### config.mk
export PLATFORM = sky130hd
export DESIGN_NAME = string_fifo_accel_flat
export DESIGN_NICKNAME = d
export VERILOG_FILES = /design/src/rtl/string_hw_pkg.sv /design/src/rtl/string_fifo_accel_if.sv /design/src/rtl/str_fifo.sv /design/src/rtl/string_fifo_accel.sv /design/src/flat_wrapper.sv
export SDC_FILE = /design/constraint.sdc
export NUM_CORES = 1
export LEC_CHECK = 0
export BUFFER_PORTS_ARGS = -buffer_cell sky130_fd_sc_hd__clkbuf_2
export CAP_MARGIN = 40
export CORE_AREA = 2 2 311 436
export CTS_CLUSTER_SIZE = 25
export DETAILED_ROUTE_END_ITERATION = 6
export DIE_AREA = 0 0 313 438
export PLACE_DENSITY = 0.47
export SYNTH_ARGS = -nofsm -noshare
export SYNTH_HDL_FRONTEND = slang
export SYNTH_SLANG_ARGS = --single-unit
### constraint.sdc
create_clock -name clk -period 4.85 [get_ports clk]
set_input_delay 0.97 -clock clk [delete_from_list [all_inputs] [get_ports clk]]
set_output_delay 0.97 -clock clk [all_outputs]
set_load 0.1 [all_outputs]
### src/rtl/string_hw_pkg.sv
// Shared constants for the string-compare accelerator: register map, bit
// positions, FSM states and the byte-prefix helper used by the compare step.
package string_hw_pkg;

  localparam logic [2:0] ADDR_FIFO_A  = 3'd0;
  localparam logic [2:0] ADDR_FIFO_B  = 3'd1;
  localparam logic [2:0] ADDR_CONTROL = 3'd2;
  localparam logic [2:0] ADDR_STATUS  = 3'd3;
  localparam logic [2:0] ADDR_RESULT  = 3'd4;

  localparam int CTRL_DONE_BIT  = 0;
  localparam int CTRL_BUSY_BIT  = 1;
  localparam int CTRL_GO_BIT    = 1;
  localparam int CTRL_CLEAR_BIT = 2;
  localparam int CTRL_LEN_LSB   = 8;
  localparam int LEN_W          = 8;

  localparam int ST_B_CNT_LSB     = 16;
  localparam int ST_OVERFLOW_BIT  = 12;
  localparam int ST_UNDERFLOW_BIT = 13;
  localparam int ST_A_EMPTY_BIT   = 14;
  localparam int ST_A_FULL_BIT    = 15;
  localparam int ST_B_EMPTY_BIT   = 30;
  localparam int ST_B_FULL_BIT    = 31;

  localparam int RES_EQUAL_BIT = 31;
  localparam int MATCH_W       = 10;

  typedef enum logic [1:0] {
    S_IDLE,
    S_FETCH,
    S_CMP,
    S_FIN
  } state_t;

  // Number of equal bytes counted from byte 3 down, stopping at the first difference.
  function automatic logic [2:0] lead_eq_bytes(input logic [31:0] a, input logic [31:0] b);
    logic [2:0] n;
    logic       run;
    n   = 3'd0;
    run = 1'b1;
    for (int i = 3; i >= 0; i--) begin
      if (run && (a[8*i +: 8] == b[8*i +: 8])) n = n + 3'd1;
      else run = 1'b0;
    end
    return n;
  endfunction

endpackage

### src/rtl/string_fifo_accel_if.sv
// Avalon-MM slave bus bundle for the string-compare accelerator.
interface string_fifo_accel_if;
  logic        chipselect;
  logic [2:0]  address;
  logic        write;
  logic        read;
  logic [31:0] writedata;
  logic [31:0] readdata;

  modport master (output chipselect, address, write, read, writedata, input readdata);
  modport slave  (input chipselect, address, write, read, writedata, output readdata);
endinterface

### src/rtl/str_fifo.sv
// 32-bit synchronous FIFO with occupancy count; a push on a full FIFO is
// accepted only when a pop frees a slot in the same cycle.
module str_fifo #(
  parameter int DEPTH = 16,
  parameter int CNT_W = $clog2(DEPTH) + 1
) (
  input  logic             clk,
  input  logic             reset_n,
  input  logic             clear,
  input  logic             push,
  input  logic             pop,
  input  logic [31:0]      wdata,
  output logic [31:0]      rdata,
  output logic             full,
  output logic             empty,
  output logic [CNT_W-1:0] count
);

  localparam int PTR_W = $clog2(DEPTH);

  logic [31:0]      mem [DEPTH];
  logic [PTR_W-1:0] wptr;
  logic [PTR_W-1:0] rptr;
  logic             do_push;
  logic             do_pop;

  assign full    = (count == CNT_W'(DEPTH));
  assign empty   = (count == '0);
  assign do_pop  = pop && !empty;
  assign do_push = push && (!full || do_pop);
  assign rdata   = mem[rptr];

  // Pointers are exactly log2(DEPTH) bits wide, so they wrap modulo DEPTH on their own.
  always_ff @(posedge clk) begin
    if (!reset_n || clear) begin
      wptr  <= '0;
      rptr  <= '0;
      count <= '0;
    end else begin
      if (do_push) wptr <= wptr + PTR_W'(1);
      if (do_pop)  rptr <= rptr + PTR_W'(1);
      count <= count + CNT_W'(do_push) - CNT_W'(do_pop);
    end
  end

  // NOTE: storage has no reset so it maps onto RAM; only the pointers define validity.
  always_ff @(posedge clk) begin
    if (do_push) mem[wptr] <= wdata;
  end

endmodule

### src/rtl/string_fifo_accel.sv
// Avalon-MM string-compare accelerator: two word FIFOs feed a byte-wise
// MSB-first comparator that reports the matching-prefix length and equality.
module string_fifo_accel #(
  parameter int DEPTH = 16,
  parameter int CNT_W = $clog2(DEPTH) + 1
) (
  input logic                clk,
  input logic                reset_n,
  string_fifo_accel_if.slave bus
);

  import string_hw_pkg::*;

  state_t             state;
  logic               busy;
  logic               done;
  logic               overflow;
  logic               underflow;
  logic               equal;
  logic [LEN_W-1:0]   len;
  logic [LEN_W-1:0]   rem_words;
  logic [MATCH_W-1:0] match;
  logic [31:0]        word_a;
  logic [31:0]        word_b;
  logic [31:0]        readdata_q;
  logic [31:0]        rd_mux;
  logic [31:0]        status_word;

  logic [31:0]      head_a, head_b;
  logic             full_a, full_b, empty_a, empty_b;
  logic [CNT_W-1:0] cnt_a, cnt_b;

  logic             wr_en, rd_en, ctrl_wr, clear_cmd, go_cmd;
  logic             push_a, push_b, host_pop_a, host_pop_b, eng_pop, pop_a, pop_b;
  logic [LEN_W-1:0] go_len;
  logic [2:0]       lead_n;

  assign wr_en      = bus.chipselect && bus.write;
  assign rd_en      = bus.chipselect && bus.read;
  assign ctrl_wr    = wr_en && (bus.address == ADDR_CONTROL);
  assign clear_cmd  = ctrl_wr && bus.writedata[CTRL_CLEAR_BIT];
  assign go_cmd     = ctrl_wr && bus.writedata[CTRL_GO_BIT] && !clear_cmd;
  assign go_len     = bus.writedata[CTRL_LEN_LSB +: LEN_W];

  // Host pops are suppressed while the engine owns the FIFOs; pushes always go through.
  assign push_a     = wr_en && (bus.address == ADDR_FIFO_A);
  assign push_b     = wr_en && (bus.address == ADDR_FIFO_B);
  assign host_pop_a = rd_en && (bus.address == ADDR_FIFO_A) && !busy;
  assign host_pop_b = rd_en && (bus.address == ADDR_FIFO_B) && !busy;
  assign eng_pop    = (state == S_FETCH) && !empty_a && !empty_b;
  assign pop_a      = host_pop_a || eng_pop;
  assign pop_b      = host_pop_b || eng_pop;
  assign lead_n     = lead_eq_bytes(word_a, word_b);

  assign bus.readdata = readdata_q;

  str_fifo #(.DEPTH(DEPTH), .CNT_W(CNT_W)) u_fifo_a (
    .clk(clk), .reset_n(reset_n), .clear(clear_cmd), .push(push_a), .pop(pop_a),
    .wdata(bus.writedata), .rdata(head_a), .full(full_a), .empty(empty_a), .count(cnt_a)
  );

  str_fifo #(.DEPTH(DEPTH), .CNT_W(CNT_W)) u_fifo_b (
    .clk(clk), .reset_n(reset_n), .clear(clear_cmd), .push(push_b), .pop(pop_b),
    .wdata(bus.writedata), .rdata(head_b), .full(full_b), .empty(empty_b), .count(cnt_b)
  );

  always_comb begin
    status_word                           = '0;
    status_word[CNT_W-1:0]                = cnt_a;
    status_word[ST_B_CNT_LSB +: CNT_W]    = cnt_b;
    status_word[ST_OVERFLOW_BIT]          = overflow;
    status_word[ST_UNDERFLOW_BIT]         = underflow;
    status_word[ST_A_EMPTY_BIT]           = empty_a;
    status_word[ST_A_FULL_BIT]            = full_a;
    status_word[ST_B_EMPTY_BIT]           = empty_b;
    status_word[ST_B_FULL_BIT]            = full_b;
  end

  // NOTE: every combinational output gets a default first so no latch is inferred.
  always_comb begin
    rd_mux = '0;
    case (bus.address)
      ADDR_FIFO_A:  if (!busy && !empty_a) rd_mux = head_a;
      ADDR_FIFO_B:  if (!busy && !empty_b) rd_mux = head_b;
      ADDR_CONTROL: begin
        rd_mux[CTRL_DONE_BIT]          = done;
        rd_mux[CTRL_BUSY_BIT]          = busy;
        rd_mux[CTRL_LEN_LSB +: LEN_W]  = len;
      end
      ADDR_STATUS:  rd_mux = status_word;
      ADDR_RESULT: begin
        rd_mux[MATCH_W-1:0]   = match;
        rd_mux[RES_EQUAL_BIT] = equal;
      end
      default: ;
    endcase
  end

  always_ff @(posedge clk) begin
    if (!reset_n) begin
      state      <= S_IDLE;
      busy       <= 1'b0;
      done       <= 1'b0;
      overflow   <= 1'b0;
      underflow  <= 1'b0;
      equal      <= 1'b0;
      len        <= '0;
      rem_words  <= '0;
      match      <= '0;
      word_a     <= '0;
      word_b     <= '0;
      readdata_q <= '0;
    end else begin
      if (rd_en)   readdata_q <= rd_mux;
      if (ctrl_wr) len        <= go_len;

      if (clear_cmd) begin
        state     <= S_IDLE;
        busy      <= 1'b0;
        done      <= 1'b0;
        overflow  <= 1'b0;
        underflow <= 1'b0;
        equal     <= 1'b0;
        match     <= '0;
      end else begin
        if ((push_a && full_a && !pop_a) || (push_b && full_b && !pop_b)) overflow <= 1'b1;
        if ((host_pop_a && empty_a) || (host_pop_b && empty_b))           underflow <= 1'b1;

        case (state)
          S_IDLE: begin
            if (go_cmd) begin
              match <= '0;
              if (go_len != '0) begin
                done      <= 1'b0;
                busy      <= 1'b1;
                equal     <= 1'b0;
                rem_words <= go_len;
                state     <= S_FETCH;
              end else begin
                done  <= 1'b1;
                equal <= 1'b1;
              end
            end
          end
          S_FETCH: begin
            if (eng_pop) begin
              word_a <= head_a;
              word_b <= head_b;
              state  <= S_CMP;
            end
          end
          S_CMP: begin
            match <= match + MATCH_W'(lead_n);
            if (lead_n != 3'd4) begin
              equal <= 1'b0;
              state <= S_FIN;
            end else if (rem_words == LEN_W'(1)) begin
              equal <= 1'b1;
              state <= S_FIN;
            end else begin
              rem_words <= rem_words - LEN_W'(1);
              state     <= S_FETCH;
            end
          end
          S_FIN: begin
            done  <= 1'b1;
            busy  <= 1'b0;
            state <= S_IDLE;
          end
          default: state <= S_IDLE;
        endcase
      end
    end
  end

endmodule

### src/flat_wrapper.sv
// flat-port wrapper written by rule: the top's interface ports become plain ports
module string_fifo_accel_flat import string_hw_pkg::*;
#(
  parameter int DEPTH = 16,
  parameter int CNT_W = $clog2(DEPTH) + 1
)
  (clk, reset_n, bus_chipselect, bus_address, bus_write, bus_read, bus_writedata, bus_readdata);
  string_fifo_accel_if bus_i ();
  input logic clk;
  input logic reset_n;
  input wire logic [$bits(bus_i.chipselect)-1:0] bus_chipselect;
  input wire logic [$bits(bus_i.address)-1:0] bus_address;
  input wire logic [$bits(bus_i.write)-1:0] bus_write;
  input wire logic [$bits(bus_i.read)-1:0] bus_read;
  input wire logic [$bits(bus_i.writedata)-1:0] bus_writedata;
  output wire logic [$bits(bus_i.readdata)-1:0] bus_readdata;
  assign bus_i.chipselect = bus_chipselect;
  assign bus_i.address = bus_address;
  assign bus_i.write = bus_write;
  assign bus_i.read = bus_read;
  assign bus_i.writedata = bus_writedata;
  assign bus_readdata = bus_i.readdata;
  string_fifo_accel #(.DEPTH(DEPTH), .CNT_W(CNT_W)) u_core (.clk(clk), .reset_n(reset_n), .bus(bus_i));
endmodule
## Word level (Yosys, flattened, before mapping)

Memories as Yosys holds them, arrays and structs flattened. A register that Yosys moved wholly into a read port is not among the register bits.
Index checks and enable logic that the tools add are counted.

| word-level totals | value |
|---|---|
| flip-flop bits (word level) | 155 |
| memory bits (writable) | 1024 |
| bits of input ports | 40 |
| output and inout bits | 32 |
| memories kept | 2 |

Memories:

| name | words | bits a word | rd ports | clocked after memory_dff | wr ports | RTL line | source |
|---|---|---|---|---|---|---|---|
| u_core.u_fifo_a.mem | 16 | 32 | 1 | 1 | 1 | str_fifo.sv:21 | `logic [31:0] mem [DEPTH];` |
| u_core.u_fifo_b.mem | 16 | 32 | 1 | 1 | 1 | str_fifo.sv:21 |  |

| operators by class | value |
|---|---|
| add/sub/neg operators | 13 |
| equality and inequality tests | 21 |
| mux-type cells | 45 |
| bitwise logic cells | 2 |
| reduce and logical (&&, ||, !) cells | 60 |

Operators by type and width:

| cell | count |
|---|---|
| 32-bit two-way mux | 2 |
| 6-bit one-hot mux with 4 select lines | 2 |
| 15-bit one-hot mux with 3 select lines | 1 |
| 8-bit equality test | 4 |
| 8-bit two-way mux | 4 |
| 1-bit logical AND | 29 |
| 10-bit one-hot mux with 2 select lines | 1 |
| 4-bit by 1-bit adder with 4-bit output, second input constant | 4 |
| 4-bit two-way mux | 4 |
| 2-bit one-hot mux with 4 select lines | 2 |
| 8-bit one-hot mux with 2 select lines | 1 |
| 1-bit two-way mux | 14 |
| 3-bit AND reduction | 4 |
| 10-bit by 3-bit adder with 10-bit output | 1 |
| 5-bit by 1-bit adder with 5-bit output | 2 |
| 5-bit equality test, second input constant | 2 |
| 5-bit logical NOT | 2 |
| 10-bit two-way mux | 1 |
| 2-bit two-way mux | 5 |
| 2-bit one-hot mux with 5 select lines | 1 |
| 5-bit by 1-bit subtractor with 5-bit output | 2 |
| 3-bit by 1-bit adder with 3-bit output, second input constant | 3 |
| 1-bit logical NOT | 9 |
| 3-bit two-way mux | 3 |
| 22 further kinds | 38 |

## Depth between registers and ports, before layout

| logic depth | value |
|---|---|
| word-level depth | 11 |
| gate-level depth with buffers | 17 |
| gate-level depth less buffers | 16 |

## By module

From an unflattened synthesis, not the netlist that was laid out.

| unflattened totals | value |
|---|---|
| cell total of the unflattened synthesis | 2549 |
| area total of the unflattened synthesis | 46126.7 um^2 |

By module, submodules not included:

| module | times used | cells an instance | area each (um^2) |
|---|---|---|---|
| str_fifo (u_core.u_fifo_b) | 1 | 897 | 20046.7 |
| str_fifo (u_core.u_fifo_a) | 1 | 895 | 20044.2 |
| string_fifo_accel | 1 | 757 | 6035.8 |

## Worst setup path before layout

Ideal clock, no wire load.

| timing path | value |
|---|---|
| path type | input port to flip-flop |
| start point | input port bus_address[2] |
| end point | memory u_core.u_fifo_a.mem[0][0] (enable) |
| arrival time | 4.458 ns |
| data required time | 4.389 ns |
| slack | -0.069 ns |
| cell stages on the path | 6 |
| buffers on the path | 1 |
| path through | buf_2 nor4bb_1 inv_1 a311oi_4 nand2_1 nor3_1 |

| between the ends | value |
|---|---|
| word-level cells in the longest chain between the ends | 9 |
| elaborated cells on any way between the ends | 10 |
| those cells by class | mux: 2; reduce/logical: 8 |

RTL lines:

| element | RTL line | source |
|---|---|---|
| start: declaration | flat_wrapper.sv:12 | `input wire logic [$bits(bus_i.address)-1:0] bus_address;` |
| 3-bit logical NOT * | string_fifo_accel.sv:46, string_fifo_accel.sv:48 |  |
| 1-bit logical AND (2 in series) | string_fifo_accel.sv:48 | `assign host_pop_a = rd_en && (bus.address == ADDR_FIFO_A) && !busy;` |
| 1-bit logical OR | string_fifo_accel.sv:51 | `assign pop_a = host_pop_a \|\| eng_pop;` |
| 1-bit logical AND | str_fifo.sv:29 | `assign do_pop = pop && !empty;` |
| 1-bit logical OR | str_fifo.sv:30 | `assign do_push = push && (!full \|\| do_pop);` |
| 1-bit logical AND * | str_fifo.sv:30 |  |
| 1-bit two-way mux * | str_fifo.sv:48 | `if (do_push) mem[wptr] <= wdata;` |
| 1-bit two-way mux (implied by the code) * | str_fifo.sv:48 |  |
| end: declaration | str_fifo.sv:21 |  |

Mark *: on every way between the ends. The rest lies on a longest branch, timed or not.

## Worst setup path after layout

| timing path | value |
|---|---|
| start point | register u_core.u_fifo_b.count[2] |
| end point | register u_core.u_fifo_b.count[4] |

| between the ends | value |
|---|---|
| word-level cells in the longest chain between the ends | 9 |
| elaborated cells on any way between the ends | 11 |
| those cells by class | add/sub: 2; eq/ne: 1; reduce/logical: 8 |

RTL lines:

| element | RTL line | source |
|---|---|---|
| start: declaration | str_fifo.sv:16 | `output logic [CNT_W-1:0] count` |
| start signal: assignment | str_fifo.sv:42 | `count <= count + CNT_W'(do_push) - CNT_W'(do_pop);` |
| 5-bit logical NOT | str_fifo.sv:28 | `assign empty = (count == '0);` |
| 1-bit logical NOT | str_fifo.sv:29, string_fifo_accel.sv:50 |  |
| 1-bit logical AND | string_fifo_accel.sv:50 | `assign eng_pop = (state == S_FETCH) && !empty_a && !empty_b;` |
| 1-bit logical OR | string_fifo_accel.sv:52 | `assign pop_b = host_pop_b \|\| eng_pop;` |
| 1-bit logical AND | str_fifo.sv:29 |  |
| 1-bit logical OR | str_fifo.sv:30 |  |
| 1-bit logical AND | str_fifo.sv:30 |  |
| 5-bit by 1-bit adder with 5-bit output | str_fifo.sv:42 |  |
| 5-bit by 1-bit subtractor with 5-bit output * | str_fifo.sv:42 |  |

Marks and branches as above.
A chain may end at the register's enable or synchronous reset.

==> impl_metrics.xml <==
<?xml version="1.0" encoding="UTF-8"?>
<metrics>
  <group name="worst_setup_path">
    <metric name="critical_path.cell_chain" unit="">inv_1 -&gt; ha_1 -&gt; nor4b_1 -&gt; buf_4 -&gt; or3_1 -&gt; a31oi_4 -&gt; inv_1 -&gt; ha_1 -&gt; inv_1 -&gt; ha_1 -&gt; fa_1 -&gt; a21oi_1 -&gt; nor2_1 -&gt; or3_1 -&gt; a21oi_1</metric>
    <metric name="ff2ff_path_depth" unit="">15</metric>
    <metric name="cp-start-kind" unit="">flop</metric>
    <metric name="critPathCapture" unit="">u_core.u_fifo_b.count[4]$_SDFF_PP0_</metric>
    <metric name="timing.critical_path.buf_inv" unit="">4</metric>
    <metric name="cp_max_fo" unit="">7</metric>
    <metric name="r2r-end" unit="">u_core.u_fifo_b.count[4]$_SDFF_PP0_</metric>
    <metric name="worst_setup_path_class" unit="">flop to flop</metric>
    <metric name="worstPathArrival" unit="ns">4.50</metric>
    <metric name="max_stage_delay" unit="ns">0.54</metric>
    <metric name="endpoint_kind" unit="">flop</metric>
    <metric name="critical_path.slowest_cell" unit="">or3_1</metric>
    <metric name="timing.reg2reg.setup_slack" unit="ns">1.02</metric>
    <metric name="reg2reg_from" unit="">u_core.u_fifo_b.count[2]$_SDFF_PP0_</metric>
    <metric name="critical-path-top-delay-family" unit="">adder cells</metric>
    <metric name="critical_path.startpoint" unit="">u_core.u_fifo_b.count[2]$_SDFF_PP0_</metric>
    <metric name="timing.critical_path.required" unit="ns">5.52</metric>
    <metric name="worst-path-stages" unit="">15</metric>
  </group>
  <group name="sta">
    <metric name="timing_worst_slew_pin_value" unit="ns">0.9355</metric>
    <metric name="final.min_clock_period" unit="ns">3.828</metric>
    <metric name="finalHoldViolCount" unit="">0</metric>
    <metric name="setup_viol" unit="">0</metric>
    <metric name="timing.setup.tns" unit="ns">0</metric>
    <metric name="final_critical_path_share_of_the_clock_period" unit="">0.7894</metric>
    <metric name="relSlewSlack" unit="">0.3764</metric>
    <metric name="timing.fmax" unit="MHz">261.2</metric>
    <metric name="grt_setup_unrepaired" unit="">no</metric>
    <metric name="skew" unit="ns">0.04101</metric>
    <metric name="timing.final.max_slew_violations" unit="">0</metric>
    <metric name="postLayoutSetupSlackWorst" unit="ns">1.022</metric>
  </group>
  <group name="finish">
    <metric name="post_synthesis_to_final_layout_area_growth" unit="%">15.39</metric>
    <metric name="fin_cells" unit="">4489</metric>
    <metric name="layout.nets" unit="">2691</metric>
    <metric name="layout_cell_share_with_drive_strength_beyond_1" unit="">0.2681</metric>
  </group>
  <group name="clock_tree">
    <metric name="worstSkewPairLatency" unit="ns">0.74</metric>
    <metric name="number_of_sinks_handled_by_clock_tree_synthesis" unit="">1187</metric>
    <metric name="max-clock-path-buffers" unit="">3</metric>
    <metric name="cts_inserted_buffers" unit="">114</metric>
    <metric name="cts_root_buf" unit="">clkbuf_16</metric>
    <metric name="cts.hold.buffers_added" unit="">0</metric>
    <metric name="cts_tree" unit="">yes</metric>
    <metric name="postCtsSetupBuffers" unit="">0</metric>
    <metric name="h_tree_depth" unit="">3</metric>
    <metric name="cts.clk_slew.worst_paths" unit="ns">0.06</metric>
    <metric name="post_cts.resized_instances" unit="">0</metric>
  </group>
  <group name="detailed_routing">
    <metric name="route.detailed.wl_per_inst" unit="um">28.35</metric>
    <metric name="drtPass1Iterations" unit="">7</metric>
    <metric name="vias_per_cell" unit="">5.229</metric>
    <metric name="initialDrtViolationCount" unit="">1856</metric>
    <metric name="routed_wirelength" unit="mm">127.3</metric>
    <metric name="num_vias" unit="">23480</metric>
    <metric name="drc" unit="">6</metric>
    <metric name="final_antenna_net_count" unit="">0</metric>
  </group>
  <group name="floorplanning">
    <metric name="core.rowCount" unit="">159</metric>
    <metric name="dieArea" unit="mm2">0.1371</metric>
    <metric name="floorplan.core_area" unit="mm2">0.1335</metric>
    <metric name="io-pin-count" unit="">72</metric>
    <metric name="initial_utilization" unit="">0.3475</metric>
    <metric name="chipHeight" unit="um">438</metric>
    <metric name="chipWidth" unit="um">313</metric>
  </group>
  <group name="grt">
    <metric name="maximum_number_of_pins_on_one_net_before_global_route_repair" unit="">48</metric>
    <metric name="grt_pass1_wl" unit="mm">182.2</metric>
    <metric name="grt.met3_usage" unit="">0.02646</metric>
    <metric name="groute.usage.overall" unit="">0.1863</metric>
    <metric name="grtUsageMet1" unit="">0.2374</metric>
    <metric name="grt_most_used_layer" unit="">met2</metric>
    <metric name="grt_antenna_before_repair" unit="">2</metric>
    <metric name="first_global_vias" unit="">24510</metric>
    <metric name="grt_use_met2" unit="">0.3274</metric>
    <metric name="final_global_route_overflow_total" unit="">0</metric>
  </group>
  <group name="place">
    <metric name="dp_hpwl" unit="mm">84.26</metric>
    <metric name="preCtsSetupSlack" unit="ns">0.7897</metric>
    <metric name="portBuffers" unit="">71</metric>
    <metric name="place_congestion" unit="">0.8265</metric>
    <metric name="placed_cells" unit="">4275</metric>
  </group>
  <group name="yosys">
    <metric name="post_synth_instance_area" unit="mm2">0.04638</metric>
    <metric name="post-synth-top-area-cell" unit="">edfxtp_1</metric>
    <metric name="synth_edf_count" unit="">1024</metric>
    <metric name="mappedNetlistNets" unit="">2521</metric>
    <metric name="synth.ff_latch_count" unit="">1187</metric>
    <metric name="postSynthCellCount" unit="">2450</metric>
    <metric name="top_cell_type_s_share_of_synthesized_area" unit="">0.6629</metric>
    <metric name="netlist_top_cells_area" unit="">edfxtp_1 66%, mux4_2 15%, dfxtp_1 7.0%</metric>
    <metric name="synth_sequential_area_ratio" unit="">0.7333</metric>
    <metric name="syn_area_per_cell" unit="um2">18.93</metric>
    <metric name="synth.distinct_cells" unit="">67</metric>
    <metric name="yosys_most_used_dff" unit="">edfxtp_1</metric>
    <metric name="synth_async_sr_flop_share" unit="">0</metric>
    <metric name="ys.warnings.count" unit="">0</metric>
  </group>
  <group name="pwr">
    <metric name="worst_ir_drop_vdd" unit="V">0.0003110</metric>
    <metric name="power.leakage" unit="uW">0.01655</metric>
    <metric name="power-per-cell-area" unit="mW/mm2">390.4</metric>
  </group>
  <group name="hold_path">
    <metric name="timing.hold.worst.class" unit="">flop to flop</metric>
  </group>
  <group name="job">
    <metric name="maxCapViolations" unit="">0</metric>
  </group>
  <group name="run_status">
    <metric name="run_status" unit="">finished with violations</metric>
    <metric name="violations_in_the_final_reports" unit="">DRC</metric>
  </group>
</metrics>
==> report_power, final <==
| part | internal, uW | switching (uW) | total [uW] |
|---|---|---|---|
| clock | 5220 | 3890 | 9110 |
| combinational | 199 | 453 | 652 |
| sequential | 11100 | 33.0 | 11100 |
| total | 16500 | 4370 | 20900 |
==> state kept, by name, summed over array words and instances (netlist names), 5 cells and up, named ones only <==
register,count
u_core.bus.readdata,32
u_core.len,8
u_core.match,10
u_core.rem_words,8
u_core.u_fifo_a.count,5
u_core.u_fifo_a.mem,512
u_core.u_fifo_b.count,5
u_core.u_fifo_b.mem,512
u_core.word_a,32
u_core.word_b,32
==> cell usage after synthesis, types with 13 or more instances <==
cell and count:
inv_1 29, nor4_1 15, dfxtp_1 163, o211ai_1 13
mux2_2 22, xor2_1 48, o21ai_0 25, a22oi_1 19
nor3_1 20, edfxtp_1 1024, mux4_2 300, mux2i_1 28
a221oi_1 15, a21oi_1 116, ha_1 28, buf_2 42
nor2_1 102, clkbuf_1 67, and2_1 23, nand2_1 202
==> metal layers <==
| layer | part of all wire | up-vias |
|---|---|---|
| li1 | - | 10200 |
| met1 | 0.42 | 12570 |
| met2 | 0.52 | 551 |
| met3 | 0.040 | 157 |
| met4 | 0.026 | 0 |
| met5 | 0 | - |
==> metrics by stage <==
stage	utilization	total power, uW	hold WS, ns	instance area (um2)
after floorplan	-	11660	0.4357	46400
after global placement	0.3720	12000	0.4465	49650
after detailed placement	0.3724	12010	0.4496	49720
after CTS	0.4009	21130	0.4583	53520
after global routing	0.4009	21510	0.4773	53520
final	0.4010	20890	0.4601	53520
==> worst min-delay path: stages, from the launching register on <==
cell and delay, ns:
dfxtp_1 0.31, nand2_1 0.05, a21oi_1 0.05
==> final cells by class <==
cell class / count / area [um2]
Timing Repair Buffer: 178 / 1463
Inverter: 30 / 113.9
Clock inverter: 77 / 828.3
Tap cell: 1771 / 2216
Clock buffer: 134 / 2969
Multi-Input combinational cell: 1109 / 11890
Fill cell: 11840 / 79970
Antenna cell: 3 / 7.507
Sequential cell: 1187 / 34040
==> worst min-delay path by stage <==
stage	slack [ns]	startpoint	end	cells past startpoint
floorplan	0.44	u_core.len[7]$_SDFFE_PN0P_	u_core.len[7]$_SDFFE_PN0P_	2
finish	0.46	u_core.len[5]$_SDFFE_PN0P_	u_core.len[5]$_SDFFE_PN0P_	2
detailed placement	0.45	u_core.len[5]$_SDFFE_PN0P_	u_core.len[5]$_SDFFE_PN0P_	2
global route	0.48	u_core.len[5]$_SDFFE_PN0P_	u_core.len[5]$_SDFFE_PN0P_	2
CTS	0.46	u_core.len[5]$_SDFFE_PN0P_	u_core.len[5]$_SDFFE_PN0P_	2
global placement	0.45	u_core.len[3]$_SDFFE_PN0P_	u_core.len[3]$_SDFFE_PN0P_	2
==> cell families (layout without fill, tap and decap cells) <==
kind of cell	Yosys count	in the layout	share of synthesized area
flip-flops	1187	1187	0.7333
AND/OR/NAND/NOR	425	425	0.04154
multiplexers	350	350	0.1570
AO/OA/AOI/OAI	245	245	0.03418
buffers and inverters	154	419	0.01416
XOR/XNOR	58	58	0.01095
adder cells (fa/ha/maj)	31	31	0.008848
other	0	3	0
==> layout by cell type (no fill, tap or decap), types with 11 or more instances in the layout <==
master / netlist / layout
bufinv_16: 0 / 16
clkbuf_1: 67 / 17
clkbuf_2: 0 / 71
mux2i_1: 28 / 28
a21oi_1: 116 / 116
clkbuf_16: 0 / 115
edfxtp_1: 1024 / 1024
clkinv_2: 0 / 24
dfxtp_1: 163 / 155
and2_1: 23 / 11
ha_1: 28 / 28
o211ai_1: 13 / 13
a221oi_1: 15 / 15
buf_4: 3 / 82
and2_2: 0 / 12
a22oi_1: 19 / 19
mux4_2: 300 / 300
xor2_1: 48 / 48
mux2_2: 22 / 22
nand2_1: 202 / 201
nor4_1: 15 / 15
inv_1: 29 / 29
clkinv_1: 1 / 20
nor2_1: 102 / 90
nor2_4: 1 / 13
buf_12: 0 / 24
nor3_1: 20 / 15
o21ai_0: 25 / 25
No activity file was read; power rests on OpenSTA's default activity.
